## config.mk

```make
export PLATFORM = sky130hd
export DESIGN_NAME = strobe_serial_tx
export DESIGN_NICKNAME = d
export VERILOG_FILES = /design/src/rtl/strobe_serial_tx.sv
export SDC_FILE = /design/constraint.sdc
export NUM_CORES = 1
export LEC_CHECK = 0
export ABC_AREA = 1
export ABC_CLOCK_PERIOD_IN_PS = 4500
export CORE_ASPECT_RATIO = 1.5
export CORE_MARGIN = 4
export CORE_UTILIZATION = 57
export CTS_CLUSTER_DIAMETER = 80
export DETAILED_ROUTE_END_ITERATION = 10
export PLACE_DENSITY = 0.81
export SLEW_MARGIN = 30
export SYNTH_ARGS = -nofsm -noshare
export SYNTH_HDL_FRONTEND = slang
export SYNTH_SLANG_ARGS = --single-unit
```

## constraint.sdc

```tcl
create_clock -name clk -period 4.5 [get_ports clk]
set_clock_uncertainty 0.1 [all_clocks]
set_input_delay 0.45 -clock clk [delete_from_list [all_inputs] [get_ports clk]]
set_output_delay 0.45 -clock clk [all_outputs]
set_load 0.03 [all_outputs]
```

## src/rtl/strobe_serial_tx.sv

```systemverilog
// strobe_serial_tx: MSB-first serialiser driving a data line plus a level enable strobe for latch receivers.
// Optional STROBE_TX_PARITY_EN appends an even-parity bit slot after the data bits.
module strobe_serial_tx #(
  parameter int WIDTH         = 8,
  parameter int SETUP_CYCLES  = 1,
  parameter int STROBE_CYCLES = 2,
  parameter int HOLD_CYCLES   = 1
) (
  input  logic             clk,
  input  logic             rst,
  input  logic [WIDTH-1:0] in_data,
  input  logic             in_valid,
  output logic             in_ready,
  output logic             d_out,
  output logic             en_out,
  output logic             busy,
  output logic             done
);
`ifdef STROBE_TX_PARITY_EN
  localparam int NBITS = WIDTH + 1;
`else
  localparam int NBITS = WIDTH;
`endif
  localparam int PMAX = (SETUP_CYCLES > STROBE_CYCLES) ?
                        ((SETUP_CYCLES > HOLD_CYCLES) ? SETUP_CYCLES : HOLD_CYCLES) :
                        ((STROBE_CYCLES > HOLD_CYCLES) ? STROBE_CYCLES : HOLD_CYCLES);
  localparam int PW = $clog2(PMAX + 1);
  localparam int BW = $clog2(NBITS + 1);

  typedef enum logic [2:0] {IDLE, SETUP, STROBE, HOLD, DONE} state_t;

  state_t           state;
  logic [NBITS-1:0] word;
  logic [NBITS-1:0] sh;
  logic [NBITS-1:0] sh_next;
  logic [PW-1:0]    pcnt;
  logic [PW-1:0]    p_last;
  logic [BW-1:0]    bcnt;
  logic             p_end;

`ifdef STROBE_TX_PARITY_EN
  assign word = {in_data, ^in_data};
`else
  assign word = in_data;
`endif

  assign sh_next  = sh << 1;
  assign in_ready = (state == IDLE) & ~rst;

  always_comb begin
    p_last = state == SETUP  ? PW'(SETUP_CYCLES - 1) :
             state == STROBE ? PW'(STROBE_CYCLES - 1) : PW'(HOLD_CYCLES - 1);
    p_end  = pcnt == p_last;
  end

  always_ff @(posedge clk or posedge rst) begin
    if (rst) begin
      state  <= IDLE;
      sh     <= '0;
      pcnt   <= '0;
      bcnt   <= '0;
      d_out  <= 1'b0;
      en_out <= 1'b0;
      busy   <= 1'b0;
      done   <= 1'b0;
    end else begin
      case (state)
        IDLE: begin
          d_out  <= 1'b0;
          en_out <= 1'b0;
          if (in_valid) begin
            sh    <= word;
            d_out <= word[NBITS-1];
            pcnt  <= '0;
            bcnt  <= '0;
            busy  <= 1'b1;
            state <= SETUP;
          end
        end
        SETUP: begin
          pcnt <= p_end ? '0 : pcnt + PW'(1);
          if (p_end) begin
            en_out <= 1'b1;
            state  <= STROBE;
          end
        end
        STROBE: begin
          pcnt <= p_end ? '0 : pcnt + PW'(1);
          if (p_end) begin
            en_out <= 1'b0;
            state  <= HOLD;
          end
        end
        HOLD: begin
          pcnt <= p_end ? '0 : pcnt + PW'(1);
          // d_out only moves here, after the hold window of the current bit
          if (p_end && bcnt == BW'(NBITS - 1)) begin
            d_out <= 1'b0;
            done  <= 1'b1;
            state <= DONE;
          end else if (p_end) begin
            sh    <= sh_next;
            d_out <= sh_next[NBITS-1];
            bcnt  <= bcnt + BW'(1);
            state <= SETUP;
          end
        end
        DONE: begin
          done  <= 1'b0;
          busy  <= 1'b0;
          d_out <= 1'b0;
          state <= IDLE;
        end
        default: state <= IDLE;
      endcase
    end
  end
endmodule

```

; After elaboration in Yosys (flattened, before gate mapping)
; Index checks and enable logic that the tools add are counted.
[word_totals]
ff_bits = 20
latch_bits = 0
ram_bits = 0
mem_bits_ro = 0
out_inout_bits = 5
mem_count = 0
[classes]
addsub = 2
mul = 0
div = 0
magnitude_cmp = 0
n_eq_ne = 13
shifts = 0
n_mux = 30
n_bitwise = 2
n_reduce_logical = 16
[op_table]
columns = operator, count
row1 = $mux 7, 3
row2 = $mux 3, 5
row3 = $pmux 7 s2, 1
row4 = $mux 4, 3
row5 = $ne 2x2->1 const B, 6
row6 = $pmux 3 s4, 1
row7 = $mux 1, 9
row8 = $pmux 4 s2, 1
row9 = $reduce_and 2->1, 4
row10 = $reduce_and 4->1, 2
row11 = $reduce_bool 2->1, 4
row12 = $eq 3x2->1 const B, 2
row13 = $pmux 1 s3, 2
row14 = $reduce_bool 3->1, 2
row15 = $add 4x1->4 const B, 1
row16 = $eq 4x3->1 const B, 1
row17 = $mux 2, 2
row18 = $pmux 1 s2, 2
row19 = $pmux 2 s2, 1
row20 = $eq 3x1->1 const B, 1
row21 = $eq 3x3->1 const B, 1
row22 = $logic_not 3->1, 1
row23 = $ne 3x3->1 const B, 1
row24 = $reduce_and 3->1, 1
row25 = other kinds (6), 6

; Depth between registers and ports, before layout
[logic_depth]
depth_word = 7
mapped_depth = 9
depth_no_buf = 9

; Least setup slack after synthesis
; No wires, ideal clock.
[synth_path]
path_type = reg-to-output
startpoint = reg state[1]
endpoint = out in_ready
arrival_ps = 1170
path_slack_ps = 2780
path_stages_with_launch = 4
path_buffers = 0
cell_sequence = dfrtp_1 nor2_2 nand2_4 nor2_1
[synth_via]
elab_chain_cells = 2
[synth_rtl]
columns = element, line
row1 = from (decl), 32  ; state_t state;
row2 = from (signal assigned), 58  ; state <= IDLE;
row3 = from (signal assigned), 77  ; state <= SETUP;
row4 = from (signal assigned), 84  ; state <= STROBE;
row5 = $logic_not 3->1, 48  ; assign in_ready = (state == IDLE) & ~rst;
row6 = $and 1x1->1, 48
row7 = to (decl), 13  ; output logic in_ready,
; No other way between the ends.

; Final worst setup path
; Same ends and word-level chain as after synthesis.

==> key figures <==
Floorplanning
  – I/O pin count: 16
  – Starting Density: 61.71%
  – Die Area: 2864 um^2
  – Die W: 45.05 um
  – CORE AREA: 1902 um^2
  – Core Rows: 19
  – Die height: 63.58 um

Layout
  – Fin util: 71.05%
  – Finished Layout Cells: 185
  – Nets@finish: 177
  – Fraction of layout cells with a size suffix above 1: 15.85%
  – Synth-to-layout area growth: 15.14%
  – Final instance area: 1351 um^2
  – ANT cells: 0

Global routing
  – Vias in the first global route: 911
  – Tot GR Track Use: 17.50%
  – First-pass GRT wire length: 3.857 mm
  – Antenna violations before repair: 0
  – Largest net degree at the start of global routing: 21
  – Total grt overflow: 0

Pwr
  – Combinational power share: 5.2%
  – Pwr/cell area: 219.2 nW/um^2
  – Max VDD drop: 196.1 uV
  – Switching share of power: 19.70%
  – Internal power: 0.0002379 W
  – Power share of the clock group: 34.1%
  – Total Power: 0.0002962 W
  – Sw power: 0.00005837 W
  – Sequential group share of total power: 60.6%
  – Leakage Power: 0.6738 nW

Route
  – Total wire length: 2.165 mm
  – TritonRoute pass-1 iters: 4
  – Iter 0 DRT Violations: 34
  – Number of vias per cell: 5.341
  – Avg WL per Cell: 11.70 um
  – Via Count: 988
  – Detail Route Antenna Nets: 0
  – Post-route DRC: 0

STA
  – Relative slew slack: 49.37%
  – Fin Setup TNS: 0 ns
  – Period minus WS final: 2.466 ns
  – Fmax: 0.4056 GHz
  – Worst-margin pin slew: 0.7586 ns
  – Post-route clock period utilization: 54.79%
  – Final setup viols: 0
  – Fin. Hold Viols: 0
  – Slew Viols, Final: 0
  – RSZ-0062 raised after global routing: false

Clocking
  – TritonCTS Buffers: 3
  – CTS root buffer: clkbuf_4
  – Hold-fix buffers, CTS: 0
  – # Post-CTS Setup Buffers: 0
  – Reg clk slew, reported paths: 0.11 ns
  – Longest Clk Path Bufs: 2
  – Clock sink count: 20
  – CTS tree: yes
  – Worst-Skew Late Latency: 0.29 ns
  – H-tree depth: 1
  – Post-CTS sizing: 0

Synth
  – Syn Nets: 160
  – Yosys top cell area share: 42.64%
  – Distinct cell type count after synthesis: 24
  – Post-synthesis sequential area ratio: 42.64%
  – Cell count after synthesis: 148
  – Register bit count reported by yosys: 20
  – Top cells by area, synth: dfrtp_1 43%, nand2_1 14%, inv_1 5.8%
  – Post-Syn Area per Cell: 7.930 um^2
  – Synth Warn #: 0
  – Synth Cell Area: 1174 um^2
  – Area leader, netlist: dfrtp_1

Critical path
  – Data required time of the worst path: 3.95 ns
  – Arrival time worst endpoint: 1.92 ns
  – Slowest stage cell, crit path: clkdlybuf4s50_1
  – CP Max Fanout: 7
  – Critical path class: reg -> out
  – Crit start category: flip-flop
  – CP Capture Type: primary output
  – Worst path max stage delay: 0.67 ns
  – Cells along the critical path: nor2_2 > nand2_4 > nor2_1 > clkdlybuf4s50_1

Place
  – GP Congestion: 0.9397
  – Area after DPL: 1315 um^2
  – # port buffers: 15
  – HPWL after DPL: 1.689 mm
  – Post-placement cell count: 181

Min path
  – HP Class: reg -> reg

Job
  – Max-cap violations: 0

Status
  – Status: finished, final reports clean
-- cells in the final DEF, fill, tap and decap left out, types with 3 or more instances in the layout --
cell type / instances
o21ai_2: 5
inv_1: 18
o21ai_0: 10
clkbuf_4: 3
dfrtp_1: 20
nand2_1: 45
nand3_1: 11
nor2_1: 8
nand2_2: 7
clkdlybuf4s50_1: 15
-- logic make-up after synthesis --
family,Yosys count,share of synthesized area (%)
flip-flops,20,42.64
adder cells (fa/ha/maj),1,1.066
AND/OR/NAND/NOR,82,34.54
buffers and inverters,23,9.381
XOR/XNOR,3,2.239
AO/OA/AOI/OAI,19,10.13
-- layout make-up --
type / instances / area (um^2)
Inverter: 20 / 75.07
Tap cell: 21 / 26.28
Timing Repair Buffer: 15 / 150.1
Sequential cell: 20 / 500.5
Fill cell: 155 / 550.5
Clock buffer: 4 / 36.28
Multi-Input combinational cell: 105 / 563.0
-- path summary, 6_finish.rpt --
check / startpoint / to / slack [ns] / cells past startpoint
worst max-delay path: state[1]$_DFFE_PP0P_ / in_ready / 2.03 / 4
worst min-delay path: en_out$_DFFE_PP0P_ / en_out$_DFFE_PP0P_ / 0.39 / 2
min in group asynchronous: rst / busy$_DFFE_PP0P_ / 0.52 / 2
worst max register to register: state[2]$_DFFE_PP0P_ / bcnt[2]$_DFFE_PP0P_ / 2.65 / 7
worst min register to register: en_out$_DFFE_PP0P_ / en_out$_DFFE_PP0P_ / 0.39 / 2
max in group asynchronous: rst / state[0]$_DFFE_PP0P_ / 3.31 / 2
-- through the flow --
step           setup WS (ns)  hold slack [ns]
2_1_floorplan          2.780           0.3138
3_5_place_dp           2.306           0.3637
6_report               2.034           0.3873
3_3_place_gp           2.311           0.3538
4_1_cts                2.036           0.3880
5_1_grt                1.893           0.4221
-- per-layer routing --
metal	share of wire, %	global-route usage (%)	up-vias
li1	-	-	498
met1	42	20.32	457
met2	52	31.21	27
met3	4.2	1.709	6
met4	2.6	6.593	0
met5	0	0	-
-- critical path, delay by kind of cell (launching register included) --
family,cells,cell delay [ns]
buf+inv,1,0.67
simple gates,3,0.51
flops,1,0.46
-- power groups by stage --
stage               combinational, W  clock (W)  sequential, W
global placement           0.0000158          0       0.000183
finish                     0.0000155   0.000101       0.000180
global route               0.0000173   0.000113       0.000180
CTS                        0.0000159   0.000104       0.000180
floorplan                 0.00000570          0       0.000183
detailed placement         0.0000159          0       0.000183
-- synth_stat cells --
library cell and number:
nand2_1 45, dfrtp_1 20, inv_1 18, nand3_1 11, o21ai_0 10, nor2_1 8, nand2_2 7, o21ai_2 5
buf_4 2, inv_2 2, nand3_2 2, nand4_1 2, nor2_2 2, nor2_8 2, o211ai_1 2, xor2_1 2
a21oi_1 1, buf_12 1, ha_1 1, nand2_4 1, nor3_1 1, o21ai_1 1, or2_2 1, xnor2_1 1
-- registers in the layout, summed over array words and instances, names as in the netlist --
register  cells
bcnt          4
done          1
sh            7
d_out         1
pcnt          2
busy          1
state         3
en_out        1
(Power assumes the default switching activity.)
